==> config.mk <==
export PLATFORM = sky130hd
export DESIGN_NAME = decoder3to8_pipe_flat
export DESIGN_NICKNAME = d
export VERILOG_FILES = /design/src/rtl/decoder3to8_pipe_pkg.sv /design/src/rtl/decoder3to8_pipe_if.sv /design/src/rtl/decoder3to8_pipe_skid_buf2.sv /design/src/rtl/decoder3to8_pipe.sv /design/src/flat_wrapper.sv
export SDC_FILE = /design/constraint.sdc
export NUM_CORES = 1
export LEC_CHECK = 0
export ABC_AREA = 1
export ABC_CLOCK_PERIOD_IN_PS = 1180
export CORE_ASPECT_RATIO = 0.8
export CORE_UTILIZATION = 51
export CTS_BUF_LIST = sky130_fd_sc_hd__clkbuf_16
export DETAILED_ROUTE_END_ITERATION = 16
export DONT_BUFFER_PORTS = 1
export PLACE_DENSITY = 0.78
export SLEW_MARGIN = 0
export SYNTH_ARGS = -nofsm -noshare
export SYNTH_HDL_FRONTEND = slang
export SYNTH_SLANG_ARGS = --single-unit
==> constraint.sdc <==
create_clock -name clk -period 1.18 [get_ports clk]
set_input_delay 0.059 -clock clk [delete_from_list [all_inputs] [get_ports clk]]
set_output_delay 0.059 -clock clk [all_outputs]
set_load 0.01 [all_outputs]
==> src/rtl/decoder3to8_pipe_pkg.sv <==
// ============================================================================
// decoder_pkg : shared defaults, width helper and buffer occupancy encoding
// Rev 1.0 - initial release
// ============================================================================
`default_nettype none

package decoder_pkg;

  localparam int N_IN_DEF = 3;

  function automatic int n_out(input int n);
    return 1 << n;
  endfunction

  typedef enum logic [1:0] {
    EMPTY = 2'd0,
    ONE   = 2'd1,
    FULL  = 2'd2
  } occ_e;

endpackage

`default_nettype wire

==> src/rtl/decoder3to8_pipe_if.sv <==
// ============================================================================
// decoder3to8_pipe_if : producer/consumer handshake bundle for the decoder
// Rev 1.0 - initial release (parity ports under DECODER3TO8_PIPE_PARITY_EN)
// ============================================================================
`default_nettype none

interface decoder3to8_pipe_if
  import decoder_pkg::*;
#(
  parameter int N_IN = N_IN_DEF
) ();

  logic                     in_valid;
  logic                     in_ready;
  logic [N_IN-1:0]          in_code;
  logic                     in_en;
  logic                     out_valid;
  logic                     out_ready;
  logic [n_out(N_IN)-1:0]   out_onehot;
  logic [N_IN:0]            count;

`ifdef DECODER3TO8_PIPE_PARITY_EN
  logic                     in_parity;
  logic                     out_err;

  modport master (
    output in_valid, in_code, in_en, in_parity, out_ready,
    input  in_ready, out_valid, out_onehot, out_err, count
  );
  modport slave (
    input  in_valid, in_code, in_en, in_parity, out_ready,
    output in_ready, out_valid, out_onehot, out_err, count
  );
`else
  modport master (
    output in_valid, in_code, in_en, out_ready,
    input  in_ready, out_valid, out_onehot, count
  );
  modport slave (
    input  in_valid, in_code, in_en, out_ready,
    output in_ready, out_valid, out_onehot, count
  );
`endif

endinterface

`default_nettype wire

==> src/rtl/decoder3to8_pipe_skid_buf2.sv <==
// ============================================================================
// skid_buf2 : 2-entry valid/ready buffer with registered ready and valid
// Rev 1.0 - initial release
// ============================================================================
`default_nettype none

module skid_buf2
  import decoder_pkg::*;
#(
  parameter int W = 8
) (
  input  wire logic         clk,
  input  wire logic         rst_n,
  input  wire logic         i_valid,
  output logic              o_ready,
  input  wire logic [W-1:0] i_data,
  output logic              o_valid,
  input  wire logic         i_ready,
  output logic [W-1:0]      o_data
);

  occ_e           r_state;
  logic [W-1:0]   r_head;
  logic [W-1:0]   r_tail;
  logic           r_in_ready;
  logic           r_out_valid;
  logic           w_push;
  logic           w_pop;

  assign w_push  = i_valid && r_in_ready;
  assign w_pop   = r_out_valid && i_ready;
  assign o_ready = r_in_ready;
  assign o_valid = r_out_valid;
  assign o_data  = r_head;

  // Head is cleared when the buffer drains so the output word reads zero while idle.
  always_ff @(posedge clk) begin
    if (!rst_n) begin
      r_state     <= EMPTY;
      r_head      <= '0;
      r_tail      <= '0;
      r_in_ready  <= 1'b0;
      r_out_valid <= 1'b0;
    end else begin
      case (r_state)
        EMPTY: begin
          r_in_ready <= 1'b1;
          if (w_push) begin
            r_head      <= i_data;
            r_out_valid <= 1'b1;
            r_state     <= ONE;
          end
        end
        ONE: begin
          r_in_ready <= 1'b1;
          if (w_push && w_pop) begin
            r_head <= i_data;
          end else if (w_push) begin
            r_tail     <= i_data;
            r_in_ready <= 1'b0;
            r_state    <= FULL;
          end else if (w_pop) begin
            r_head      <= '0;
            r_out_valid <= 1'b0;
            r_state     <= EMPTY;
          end
        end
        FULL: begin
          if (w_pop) begin
            r_head     <= r_tail;
            r_tail     <= '0;
            r_in_ready <= 1'b1;
            r_state    <= ONE;
          end
        end
        default: begin
          r_head      <= '0;
          r_tail      <= '0;
          r_in_ready  <= 1'b0;
          r_out_valid <= 1'b0;
          r_state     <= EMPTY;
        end
      endcase
    end
  end

endmodule

`default_nettype wire

==> src/rtl/decoder3to8_pipe.sv <==
// ============================================================================
// decoder3to8_pipe : registered binary-to-one-hot decoder behind a 2-entry skid
// buffer. Optional parity check: DECODER3TO8_PIPE_PARITY_EN
// Rev 1.0 - initial release
// ============================================================================
`default_nettype none

module decoder3to8_pipe
  import decoder_pkg::*;
#(
  parameter int N_IN  = N_IN_DEF,
  parameter int DEPTH = 2
) (
  input  wire logic        clk,
  input  wire logic        rst_n,
  decoder3to8_pipe_if.slave bus
);

  localparam int c_N_OUT = n_out(N_IN);
`ifdef DECODER3TO8_PIPE_PARITY_EN
  localparam int c_PAY_W = c_N_OUT + 1;
`else
  localparam int c_PAY_W = c_N_OUT;
`endif

  if (DEPTH != 2) begin : g_depth_chk
    $error("decoder3to8_pipe: only DEPTH=2 is supported");
  end

  logic [c_N_OUT-1:0] w_word;
  logic [c_PAY_W-1:0] w_pay;
  logic [c_PAY_W-1:0] w_head;
  logic               w_out_valid;
  logic               w_in_ready;
  logic [N_IN:0]      r_count;

  assign w_word = bus.in_en ? (c_N_OUT'(1) << bus.in_code) : '0;

`ifdef DECODER3TO8_PIPE_PARITY_EN
  logic w_err;
  // in_parity is the even-parity bit, so it must equal the XOR of the code bits.
  assign w_err          = (^bus.in_code) != bus.in_parity;
  assign w_pay          = {w_err, (w_err ? {c_N_OUT{1'b0}} : w_word)};
  assign bus.out_err    = w_head[c_N_OUT];
`else
  assign w_pay          = w_word;
`endif

  skid_buf2 #(
    .W (c_PAY_W)
  ) u_skid (
    .clk     (clk),
    .rst_n   (rst_n),
    .i_valid (bus.in_valid),
    .o_ready (w_in_ready),
    .i_data  (w_pay),
    .o_valid (w_out_valid),
    .i_ready (bus.out_ready),
    .o_data  (w_head)
  );

  assign bus.in_ready   = w_in_ready;
  assign bus.out_valid  = w_out_valid;
  assign bus.out_onehot = w_head[c_N_OUT-1:0];
  assign bus.count      = r_count;

  always_ff @(posedge clk) begin
    if (!rst_n) begin
      r_count <= '0;
    end else if (w_out_valid && bus.out_ready) begin
      r_count <= r_count + {{N_IN{1'b0}}, 1'b1};
    end
  end

endmodule

`default_nettype wire
==> src/flat_wrapper.sv <==
// flat-port wrapper written by rule: the top's interface ports become plain ports
module decoder3to8_pipe_flat import decoder_pkg::*;
#(
  parameter int N_IN  = N_IN_DEF,
  parameter int DEPTH = 2
)
  (clk, rst_n, bus_in_valid, bus_in_code, bus_in_en, bus_out_ready, bus_in_ready, bus_out_valid, bus_out_onehot, bus_count);
  decoder3to8_pipe_if #(.N_IN(N_IN)) bus_i ();
  input  wire logic clk;
  input  wire logic rst_n;
  input wire logic [$bits(bus_i.in_valid)-1:0] bus_in_valid;
  input wire logic [$bits(bus_i.in_code)-1:0] bus_in_code;
  input wire logic [$bits(bus_i.in_en)-1:0] bus_in_en;
  input wire logic [$bits(bus_i.out_ready)-1:0] bus_out_ready;
  output wire logic [$bits(bus_i.in_ready)-1:0] bus_in_ready;
  output wire logic [$bits(bus_i.out_valid)-1:0] bus_out_valid;
  output wire logic [$bits(bus_i.out_onehot)-1:0] bus_out_onehot;
  output wire logic [$bits(bus_i.count)-1:0] bus_count;
  assign bus_i.in_valid = bus_in_valid;
  assign bus_i.in_code = bus_in_code;
  assign bus_i.in_en = bus_in_en;
  assign bus_i.out_ready = bus_out_ready;
  assign bus_in_ready = bus_i.in_ready;
  assign bus_out_valid = bus_i.out_valid;
  assign bus_out_onehot = bus_i.out_onehot;
  assign bus_count = bus_i.count;
  decoder3to8_pipe #(.N_IN(N_IN), .DEPTH(DEPTH)) u_core (.clk(clk), .rst_n(rst_n), .bus(bus_i));
endmodule
* After elaboration in Yosys (flattened, before gate mapping)
Cells that the tools add are included.
Cells by class: bitwise operators 2, shifts and indexed selects 1, add/subtract/negate cells 1, reductions and logical operators 8, mux-type cells 24, equality and inequality tests 11
Operators with widths (number):
- 8-bit two-way mux | 7
- 8-bit case mux with 3 select lines | 2
- 2-bit != test, second input constant | 6
- 4-bit AND reduction | 3
- 2-bit two-way mux | 5
- 3-bit != test, second input constant | 3
- 1-bit by 3-bit left shift with 8-bit output, first input constant | 1
- 1-bit two-way mux | 7
- 1-bit case mux with 3 select lines | 2
- 2-bit case mux with 3 select lines | 1
- 5-bit AND reduction | 1
- 4-bit by 1-bit adder with 4-bit output, second input constant | 1
- 1-bit logical AND | 3
- 2-bit by 1-bit equality test with 1-bit output, second input constant | 1
- 2-bit equality test, second input constant | 1
- 2-bit zero test | 1
- 1-bit inverter | 2
Word-level totals: register bits 24, word-level logic and storage cells 53, input bits 8

* Logic depth before layout (Yosys ltp)
Gate-level depths: netlist of the first run.
depth after elaboration 5, depth in mapped cells 9, depth with buffers taken out 8

* By module
From an unflattened synthesis of the first run, not the netlist that was laid out.
Unflattened totals: cells, all modules 237, area, all modules 1405.1 um2
Modules (own cells, without submodules):
- skid_buf2 | area each 1153.6 um2, cells an instance 193, seq. area each 400.4 um2, times used 1
- decoder3to8_pipe | area each 251.5 um2, cells an instance 44, seq. area each 80.1 um2, times used 1

* Worst setup path after synthesis of the first run
OpenSTA, ideal clock, no wires.
path kind reg-to-reg, from reg u_core.u_skid.r_state[1], to reg u_core.u_skid.r_head[0], in the netlist u_core.u_skid.o_data[0], cell stages (with the launch flop) 7, arrival time 1094 ps, slack -53 ps, library setup time 139 ps, period minus slack after synthesis 1233 ps, cells stage by stage dfxtp_1 nor2_2 nand2_1 nand3_4 inv_2 nand2_1 a21oi_2
Between the ends: word-level cells in the longest chain between the ends 3
Ends and longest elaborated chain:
- start, declared | RTL line decoder3to8_pipe_skid_buf2.sv:22 | occ_e r_state;
- start signal, assigned | RTL line decoder3to8_pipe_skid_buf2.sv:39 | r_state <= EMPTY;
- start signal, assigned | RTL line decoder3to8_pipe_skid_buf2.sv:51 | r_state <= ONE;
- start signal, assigned | RTL line decoder3to8_pipe_skid_buf2.sv:61 | r_state <= FULL;
- 2-bit by 1-bit equality test with 1-bit output, or another cell as far along | RTL line decoder3to8_pipe_skid_buf2.sv:45 | case (r_state)
- 3-bit != test (no source line) / 2-bit != test (equally long branches)
- 4-bit AND reduction (no source line)
- end signal, assigned | RTL line decoder3to8_pipe_skid_buf2.sv:49 | r_head <= i_data;
- end signal, assigned | RTL line decoder3to8_pipe_skid_buf2.sv:57 | r_head <= i_data;
- end signal, assigned | RTL line decoder3to8_pipe_skid_buf2.sv:70 | r_head <= r_tail;
- end, declared | RTL line decoder3to8_pipe_skid_buf2.sv:23 | logic [W-1:0] r_head;
Parallel ways exist; a longest one is shown, timed or not. A chain may end at the register's enable or synchronous reset.

* Final worst setup path of the first run
from reg u_core.u_skid.r_state[1], to reg u_core.u_skid.r_head[3], in the netlist u_core.u_skid.o_data[3]
The elaborated chain is that of the path after synthesis.

==> summary.txt, run 1 <==
Layout
  – Most common cell after layout, fill and taps aside: nand2_1
  – Final Net Count: 213
  – N_diodes: 0
  – Area Overhead vs Synth: 34.9%
  – Most frequent cells in the layout: nand2_1 (52), nor2_1 (23), dfxtp_1 (20)
  – Share of cells above drive strength 1: 30.5%

Synth
  – Post-synthesis sequential area ratio: 38.3%
  – Synth top area share: 38.3%
  – Syn Nets: 195
  – Mapped Avg Cell Area: 6.74 um2
  – Synthesized flop and latch total: 24
  – Netlist cell types: 21
  – Area contributors post-synth: dfxtp_1 (38%), nand2_1 (17%), nand3_1 (7.6%)
  – Syn. warnings: 0
  – Mapped Area: 1250 um2
  – Cells after Synth: 186
  – Cell taking the most area after synthesis: dfxtp_1

Clock network
  – H-tree depth: 1
  – CTS clk-pin slew, worst paths: 0.06 ns
  – Clk_lat worst skew: 0.26 ns
  – Inserted Clock Buffers: 3
  – Clock tree buffer depth: 2
  – Root Driver: clkbuf_16
  – CTS Sinks: 24
  – CTS tree: yes

Power
  – Power per cell area: 1350 nW/um2
  – Pwr Total: 2.29 mW
  – Leak: 0.725 nW
  – Worst VDD drop: 916 uV

Die
  – Die ar.: 2660 um2
  – Starting Density: 56.1%
  – Rows: 15
  – Top Ports: 22
  – Die Ht: 46.3 um
  – Core ar.: 2230 um2
  – Die width: 57.4 um

Detailed routing
  – DR WL/cell: 18.1 um
  – Drt total wl: 4130 um
  – # DRC: 3
  – Routed Antenna Nets: 0
  – Via density: 6.10
  – Routed vias: 1390
  – Drt first pass iters: 11
  – First-iteration detailed-routing DRC count: 148

Critical path
  – Critical path's slowest cell: dfxtp_4
  – Crit path kind: flop to flop
  – Crit. Startpoint: u_core.u_skid.r_state[1]
  – CP required: 1.37 ns
  – Crit end category: flop
  – Reg2reg start: u_core.u_skid.r_state[1]
  – CP Data Arrival Time: 1.46 ns
  – Worst R2R End: u_core.u_skid.o_data[3]
  – CP peak stage delay: 0.40 ns
  – Critical path capture point: u_core.u_skid.o_data[3]
  – FF-to-FF setup slack: -0.09 ns
  – Worst-case reg-to-reg path depth: 7
  – CP max FO: 8
  – CP dominant cell by count: nand2_1
  – CP Cell Sequence: inv_2 > nor2_4 > buf_6 > nand2_1 > nand3_1 > nand2_1 > a21oi_2
  – CP startpoint kind: flop
  – Worst path top cell family by delay: simple AND/OR/NAND/NOR gates
  – CP bufs+invs: 2
  – WP depth: 7

Global routing
  – First-pass GRT wire length: 5440 um
  – Largest net degree at the start of global routing: 15
  – GRT Util Overall: 27.7%
  – Grt ovf: 0
  – Vias in the first global route: 1192
  – Initial antenna violation count: 0

Place
  – Port Buffers: 0
  – Detailed placer's ending HPWL: 2140 um
  – DP Worst Slack: -0.106 ns
  – Gp weighted congestion: 0.899

Timing
  – Final setup vio count: 10
  – Tcrit/Tclk final: 108%
  – Final Hold Vio Count: 0
  – Peak Freq: 787 MHz
  – Fin worst setup slack: -0.0900 ns
  – Worst clock skew: 0.00307 ns
  – RSZ-0062 raised after global routing: true
  – Slew HR: 64.1%
  – Setup TNS: -0.397 ns
  – Tmin final: 1.27 ns
  – Worst slew pin tran: 0.538 ns
  – Final slew viol count: 0

Worst hold path
  – HP Start: bus_out_ready
  – Min-Delay Path Class: input pin to flop

Run
  – Max-Cap Viols: 0

Status
  – Outcome: finished, violations left
  – Violated checks: design-rule violations, negative setup slack
-- cell usage after synthesis, drive strengths merged --
cell,instances
clkbuf,2
nand2,60
inv,19
o21ai,5
dfxtp,24
a21oi,18
nor2,28
nand3,20
ha,1
a31oi,1
xor2,1
buf,2
nor3,5
-- power by group --
group / leakage (nW) / internal [mW] / switching, mW
registers: 0.197 / 0.845 / 0.0390
clock network: 0.0511 / 0.675 / 0.305
logic: 0.477 / 0.166 / 0.259
-- worst min path at each step --
| stage | end | slack, ns | depth (start not counted) |
|---|---|---|---|
| floorplan | u_core.u_skid.o_valid | 0.19 | 2 |
| global placement | u_core.u_skid.r_tail[0] | 0.19 | 2 |
| detailed placement | u_core.u_skid.r_tail[1] | 0.19 | 2 |
| CTS | u_core.u_skid.r_tail[7] | 0.10 | 3 |
| global route | u_core.u_skid.r_tail[7] | 0.09 | 3 |
| finish | u_core.u_skid.r_tail[7] | 0.09 | 3 |
-- sequential cells by signal, summed over array words and instances (netlist names) --
| name | flops |
|---|---|
| u_core.u_skid.o_data | 8 |
| u_core.u_skid.r_tail | 8 |
| u_core.bus.count | 4 |
| u_core.u_skid.r_state | 2 |
| u_core.u_skid.o_ready | 1 |
| u_core.u_skid.o_valid | 1 |
-- worst register-to-register path, cell delays in order, from the launching register on --
cell and delay (ns):
dfxtp_4 0.40, inv_2 0.09, nor2_4 0.18, buf_6 0.16, nand2_1 0.09, nand3_1 0.11
nand2_1 0.07, a21oi_2 0.11
-- cell families (layout without fill, tap and decap cells) --
kind of cell	count (synthesis)	in the layout	share of synthesized area, %
AOI/OAI and AO/OA	24	24	12.1
xor gates and xnor gates	1	1	0.699
adders and majority gates	1	1	0.998
buffers and inverters	23	39	7.78
DFF	24	24	38.3
and+or+nand+nor	113	114	40.1
-- cell type report --
class / instances / area, um2
multi-input cells: 140 / 791
clock inverters: 1 / 30.0
inverters: 19 / 81.3
well taps: 25 / 31.3
repair buffers: 16 / 193
fillers: 139 / 542
flip-flops and latches: 24 / 490
clock buffers: 3 / 75.1
-- layer usage --
layer  track usage, %  share of wire, %  up-vias
met5                0                 0        -
met4             9.27               5.6        0
met3             8.71               9.8       25
met2             50.9                47       93
met1             31.1                38      641
li1                 -                 -      631
-- per-stage QoR --
step | cells | utilization, % | area, um2 | hold slack, ns
2_1_floorplan | 186 | - | 1260 | 0.190
3_3_place_gp | 216 | 60.4 | 1350 | 0.187
3_5_place_dp | 216 | 60.4 | 1350 | 0.193
4_1_cts | 225 | 69.6 | 1550 | 0.100
5_1_grt | 228 | 75.7 | 1690 | 0.0945
6_report | 228 | 75.7 | 1690 | 0.0882
-- timing repair --
item                                    4_1_cts  5_1_grt
hold buffers                                  1        0
hold endpoints to repair                     12        0
buffers inserted                              4        1
gates cloned                                  0        2
gates resized for setup                      10       26
pin swaps                                     2        8
endpoints found under the setup margin       16       18
No activity file was read; power rests on OpenSTA's default activity.
==> run 2: changes to the inputs <==
- ABC_CLOCK_PERIOD_IN_PS: 1180 -> 1000
- GPL_TIMING_DRIVEN: not set -> 0
- clock period: 1.18 -> 1 ns (I/O delays scaled with it)
==> run 2 against run 1 <==
The flow finishes with violations (negative setup slack). First-iteration DRC count fell by 59%. Flip-flop and latch count did not move. Largest cell class unchanged. Final cell count rose by 3.9%. Highest routed layer unchanged. Utilization rose by 2.6 points.
==> summary.txt, run 2 (synthesis gave the netlist of run 1 again) <==
Timing
  – Final slew viol count: 0 (unchanged)
  – Tmin final: 1.22 ns (-0.0542 ns)
  – Setup TNS: -3.78 ns (-3.39 ns)
  – Worst clock skew: 0.00459 ns (+0.00151 ns)
  – Fin worst setup slack: -0.216 ns (-0.126 ns)
  – Peak Freq: 823 MHz (+4.5%)
  – Tcrit/Tclk final: 122% (+14 points)
  – Slew HR: 54.3% (-9.8 points)
  – Final setup vio count: 21 (+11)
  – RSZ-0062 raised after global routing: true
  – Fin Hold WS: 0.0831 ns (-0.00509 ns)
  – Final Hold Vio Count: 0 (unchanged)
  – Worst slew pin tran: 0.685 ns (+0.147 ns)

Layout
  – Final Net Count: 222 (+4.2%)
  – Multi-input gate area: 811 um2 (+2.5%)
  – Area Overhead vs Synth: 39.6%
  – Register area: 503 um2 (+2.6%)
  – Most frequent cells in the layout: nand2_1 (52), nor2_1 (21), dfxtp_1 (18)
  – Post-Layout Cell Count: 237 (+3.9%)
  – Share of cells above drive strength 1: 34.9% (+4.4 points)
  – Filler cell count in the final layout: 169 (+22%)
  – Post-route cell area: 1750 um2 (+3.5%)
  – N_diodes: 0 (unchanged)
  – Core Util, Final: 78.4% (+2.6 points)
  – Most common cell after layout, fill and taps aside: nand2_1

Place
  – Detailed placer's ending HPWL: 2010 um (-5.7%)
  – Port Buffers: 0 (unchanged)
  – Gp weighted congestion: 0.866 (-3.7%)
  – DP Area: 1320 um2 (-2.3%)
  – Placed Cells: 211 (-2.3%)
  – DP Worst Slack: -0.308 ns (-0.202 ns)

Power
  – Power per cell area: 1530 nW/um2 (+13%)
  – Clock power share: 42.9% (about the same)
  – Leak: 0.754 nW (+3.9%)
  – Switch share: 25.7% (-0.67 points)
  – Total net switching power: 0.685 mW (+14%)
  – Worst VDD drop: 1010 uV (+10%)
  – Sequential share of power: 39.2% (+0.6 points)
  – Logic pwr share: 17.9% (-0.7 points)
  – Pwr Total: 2.67 mW (+17%)
  – Pint: 1.98 mW (+18%)

Critical path
  – CP max FO: 5 (-3)
  – CP required: 1.19 ns (-0.18 ns)
  – Worst-case reg-to-reg path depth: 7 (unchanged)
  – WP depth: 7 (unchanged)
  – Crit end category: flop
  – Crit path kind: flop to flop
  – CP startpoint kind: flop
  – CP bufs+invs: 2 (unchanged)
  – Critical path's slowest cell: dfxtp_4
  – CP Data Arrival Time: 1.41 ns (-0.05 ns)
  – Worst path top cell family by delay: simple AND/OR/NAND/NOR gates
  – CP peak stage delay: 0.37 ns (-0.03 ns)
  – CP Cell Sequence: buf_6 > nor2_4 > buf_6 > nand2_1 > nand3_1 > nand2_1 > a21oi_2

Detailed routing
  – First-iteration detailed-routing DRC count: 61 (-59%)
  – Drt first pass iters: 4 (-7)
  – Routed Antenna Nets: 0 (unchanged)
  – Via density: 5.56 (-8.8%)
  – Routed vias: 1317 (-5.3%)
  – Drt total wl: 3410 um (-18%)
  – DR WL/cell: 14.4 um (-21%)
  – # DRC: 0 (-3)

Clock network
  – Clk_lat worst skew: 0.26 ns (about the same)
  – CTS Sinks: 24 (unchanged)
  – Root Driver: clkbuf_16
  – CTS tree: yes
  – H-tree depth: 1 (unchanged)
  – Inserted Clock Buffers: 3 (unchanged)
  – Clock tree buffer depth: 2 (unchanged)
  – CTS clk-pin slew, worst paths: 0.06 ns (about the same)

Die
  – Die Ht: 46.3 um (unchanged)
  – Top Ports: 22 (unchanged)
  – Die width: 57.4 um (unchanged)
  – Rows: 15 (unchanged)
  – Starting Density: 56.1% (unchanged)
  – Die ar.: 2660 um2 (unchanged)
  – Core ar.: 2230 um2 (unchanged)

Global routing
  – GRT Util Overall: 27.6% (-0.15 points)
  – Initial antenna violation count: 0 (unchanged)
  – Largest net degree at the start of global routing: 15 (unchanged)
  – Vias in the first global route: 1191 (-0.084%)
  – First-pass GRT wire length: 5380 um (-1.1%)
  – Grt ovf: 0 (unchanged)

Status
  – Outcome: finished, violations left
  – Violated checks: negative setup slack

Run
  – Max-Cap Viols: 0 (unchanged)

Worst hold path
  – Hold path cells: 3 (unchanged)
  – Min-Delay Path Class: input pin to flop
[run 2: cell types whose count changed in the layout (fill, tap and decap cells not counted), moves of 3 or more]
cell,before,now
buf_12,3,0
buf_6,4,11
dfxtp_4,2,6
nand2_2,3,6
nand2_4,4,1
o21ai_0,4,1
[run 2: power by group through the flow]
stage	clock (mW)	combinational, mW	sequential [mW]
2_1_floorplan	0	0.253	1.06
5_1_grt	1.19	0.519	1.05
4_1_cts	1.16	0.442	1.05
3_5_place_dp	0	0.311	1.07
3_3_place_gp	0	0.304	1.06
6_report	1.14	0.478	1.05
[run 2: area by class of cell]
cell class | instances | share of cell area [%]
plain buffers | 4 | 1.72
clock buffers | 3 | 4.29
clock inverters | 1 | 1.72
inverters | 19 | 4.65
multi-input cells | 141 | 46.3
flip-flops and latches | 24 | 28.7
well taps | 25 | 1.79
repair buffers | 20 | 10.8
[run 2: repair_timing]
action,4_1_cts,5_1_grt
pin swaps,8,6
endpoints found under the setup margin,23,24
setup buffers,15,2
hold buffers,2,0
hold endpoints to repair,4,0
resized for setup,30,18
cloned,3,0
[run 2: worst register-to-register path, delay by kind of cell, from the launching register on]
| kind | cells | cell delay [ns] |
|---|---|---|
| AO/OA/AOI/OAI | 1 | 0.11 |
| buffers and inverters | 2 | 0.28 |
| flip-flops | 1 | 0.37 |
| AND/OR/NAND/NOR | 4 | 0.40 |
[run 2: worst paths after layout]
path                                                end  slack (ns)                      from
worst min register to register  u_core.u_skid.r_tail[7]        0.48   u_core.u_skid.r_tail[7]
worst max-delay path            u_core.u_skid.o_data[7]       -0.22  u_core.u_skid.r_state[0]
worst min-delay path                u_core.bus.count[1]        0.08             bus_out_ready
worst max register to register  u_core.u_skid.o_data[7]       -0.22  u_core.u_skid.r_state[0]
[run 2: layer usage]
layer / share of wire, % / wire (um) / global-route usage, %
met3: 5.9 / 202 / 6.46
met5: 0 / 0 / 0
met1: 44 / 1510 / 34.2
met2: 49 / 1660 / 47.7
met4: 1.0 / 34 / 9.76
==> run 3: changes to the inputs <==
- ABC_CLOCK_PERIOD_IN_PS: 1000 -> 1400
- PLACE_DENSITY: 0.78 -> 0.75
- clock period: 1 -> 1.4 ns (I/O delays scaled with it)
==> run 3 against run 2 <==
The flow finishes with violations (design-rule violations). Global-route usage decreased by 4.5 points. Critical path type unchanged. Sequential power decreased by 29%. Register-to-register slack improved by 0.32 ns. Largest cell class unchanged.
==> summary.txt, run 3 (synthesis gave the netlist of run 1 again) <==
Status
  – Outcome: finished, violations left
  – Violated checks: design-rule violations

Detailed routing
  – Via density: 5.34 (-3.9%)
  – Routed Antenna Nets: 0 (unchanged)
  – First-iteration detailed-routing DRC count: 43 (-30%)
  – DR WL/cell: 12.6 um (-12%)
  – Drt first pass iters: 10 (+6)
  – Drt total wl: 2820 um (-17%)
  – Routed vias: 1196 (-9.2%)
  – # DRC: 2 (+2)

Die
  – Die ar.: 2660 um2 (unchanged)
  – Die width: 57.4 um (unchanged)
  – Starting Density: 56.1% (unchanged)
  – Die Ht: 46.3 um (unchanged)
  – Top Ports: 22 (unchanged)
  – Rows: 15 (unchanged)
  – Core ar.: 2230 um2 (unchanged)

Clock network
  – Inserted Clock Buffers: 3 (unchanged)
  – H-tree depth: 1 (unchanged)
  – CTS Sinks: 24 (unchanged)
  – Root Driver: clkbuf_16
  – Clock tree buffer depth: 2 (unchanged)
  – CTS clk-pin slew, worst paths: 0.06 ns (about the same)
  – CTS tree: yes
  – Clk_lat worst skew: 0.25 ns (about the same)

Timing
  – Final setup vio count: 0 (-100%)
  – Slew HR: 58.4% (+4.1 points)
  – Tmin final: 1.30 ns (+0.0839 ns)
  – Tcrit/Tclk final: 92.8% (-29 points)
  – Final Hold Vio Count: 0 (unchanged)
  – Worst slew pin tran: 0.624 ns (-0.0610 ns)
  – RSZ-0062 raised after global routing: false
  – Peak Freq: 769 MHz (-6.5%)
  – Setup TNS: 0 ns (+3.78 ns)
  – Final slew viol count: 0 (unchanged)
  – Worst clock skew: 0.00210 ns (-0.00248 ns)

Global routing
  – Vias in the first global route: 1037 (-13%)
  – Grt ovf: 0 (unchanged)
  – GRT Util Overall: 23.1% (-4.5 points)
  – First-pass GRT wire length: 4560 um (-15%)
  – Initial antenna violation count: 0 (unchanged)
  – Largest net degree at the start of global routing: 14 (-1)

Run
  – Max-Cap Viols: 0 (unchanged)

Critical path
  – CP Data Arrival Time: 1.48 ns (+0.07 ns)
  – CP required: 1.58 ns (+0.39 ns)
  – CP max FO: 10 (+5)
  – Crit end category: flop
  – Worst R2R End: u_core.u_skid.r_tail[7]
  – Reg2reg start: u_core.u_skid.o_valid
  – FF-to-FF setup slack: 0.10 ns (+0.32 ns)
  – CP startpoint kind: flop
  – Worst-case reg-to-reg path depth: 6 (-1)
  – Crit path kind: flop to flop

Layout
  – Filler cell count in the final layout: 202 (+20%)
  – Final Net Count: 209 (-5.9%)
  – Most common cell after layout, fill and taps aside: nand2_1
  – Core Util, Final: 65.4% (-13 points)
  – Post-Layout Cell Count: 224 (-5.5%)
  – Share of cells above drive strength 1: 17.6% (-17 points)
  – Register area: 488 um2 (-3.0%)
  – Most frequent cells in the layout: nand2_1 (57), nor2_1 (24), dfxtp_1 (20)
  – Area Overhead vs Synth: 16.6%
  – Multi-input gate area: 696 um2 (-14%)
  – N_diodes: 0 (unchanged)

Place
  – Placed Cells: 211 (unchanged)
  – Gp weighted congestion: 0.886 (+2.3%)
  – Detailed placer's ending HPWL: 2120 um (+5.5%)
  – Port Buffers: 0 (unchanged)

Worst hold path
  – HP Start: bus_out_ready
  – Min-Delay Path Class: input pin to flop
  – Hold path cells: 3 (unchanged)
  – Hold endpoint: u_core.u_skid.r_tail[7]

Power
  – Pwr Total: 1.60 mW (-40%)
  – Leak: 0.634 nW (-16%)
  – Worst VDD drop: 772 uV (-23%)
  – Power per cell area: 1100 nW/um2 (-28%)
[run 3: cell types whose count changed in the layout (fill, tap and decap cells not counted), moves of 3 or more]
| cell | before | now |
|---|---|---|
| inv_1 | 13 | 17 |
| dfxtp_2 | 0 | 3 |
| dfxtp_4 | 6 | 1 |
| a21oi_2 | 12 | 7 |
| nand2_1 | 52 | 57 |
| buf_6 | 11 | 1 |
| nand2_2 | 6 | 1 |
| a21oi_1 | 6 | 11 |
| o21ai_0 | 1 | 4 |
| nand3_2 | 5 | 0 |
| nand3_1 | 15 | 19 |
| nor2_1 | 21 | 24 |
[run 3: power breakdown]
part	internal [mW]	leakage, nW	switching (mW)
registers	0.714	0.196	0.0360
logic	0.0932	0.399	0.157
clock network	0.381	0.0385	0.221
total	1.19	0.634	0.414
[run 3: how the worst max path moves through the flow]
stage	to	slack, ns	start	depth (start not counted)
2_1_floorplan	u_core.u_skid.o_data[0]	0.17	u_core.u_skid.r_state[1]	6
3_3_place_gp	u_core.u_skid.o_data[2]	-0.01	u_core.u_skid.r_state[0]	6
3_5_place_dp	u_core.u_skid.o_data[3]	-0.05	u_core.u_skid.r_state[0]	6
4_1_cts	u_core.u_skid.r_tail[2]	0.02	u_core.u_skid.o_ready	8
5_1_grt	u_core.u_skid.o_data[7]	0.01	u_core.u_skid.r_state[0]	7
6_report	u_core.u_skid.r_tail[7]	0.10	u_core.u_skid.o_valid	6
[run 3: cell type report]
| cell class | instances | share of cell area [%] |
|---|---|---|
| Tap cell | 25 | 2.14 |
| Multi-Input combinational cell | 139 | 47.6 |
| Inverter | 19 | 4.88 |
| Sequential cell | 24 | 33.4 |
| Buffer | 4 | 1.80 |
| Clock inverter | 1 | 0.257 |
| Clock buffer | 3 | 5.14 |
| Timing Repair Buffer | 9 | 4.79 |
[run 3: worst max-delay path, stage by stage, from the launching register on]
cell	delay (ns)
dfxtp_2	0.35
nand2_4	0.14
inv_1	0.13
o21ai_4	0.20
buf_4	0.19
nand2_1	0.06
a21oi_1	0.13
[run 3: per-layer routing]
metal / vias up / part of all wire, % / GRT usage (%)
met5: - / 0 / 0
met4: 0 / 1.1 / 7.32
met3: 5 / 6.4 / 5.06
met2: 33 / 45 / 37.9
met1: 538 / 47 / 30.7
li1: 620 / - / -
[run 3: per-stage QoR]
stage / worst slack [ns] / hold WS [ns] / area (um2)
6_report: 0.100 / 0.121 / 1460
5_1_grt: 0.0114 / 0.144 / 1460
4_1_cts: 0.0170 / 0.111 / 1400
3_5_place_dp: -0.0476 / 0.226 / 1280
3_3_place_gp: -0.0108 / 0.217 / 1280
2_1_floorplan: 0.167 / 0.208 / 1250
[run 3: repair_timing]
item / 4_1_cts / 5_1_grt
setup endpoints to repair: 9 / 16
pin swaps: 1 / 3
hold endpoints to repair: 4 / 0
gates resized for setup: 3 / 6
setup buffers: 2 / 6
hold buffers: 1 / 0
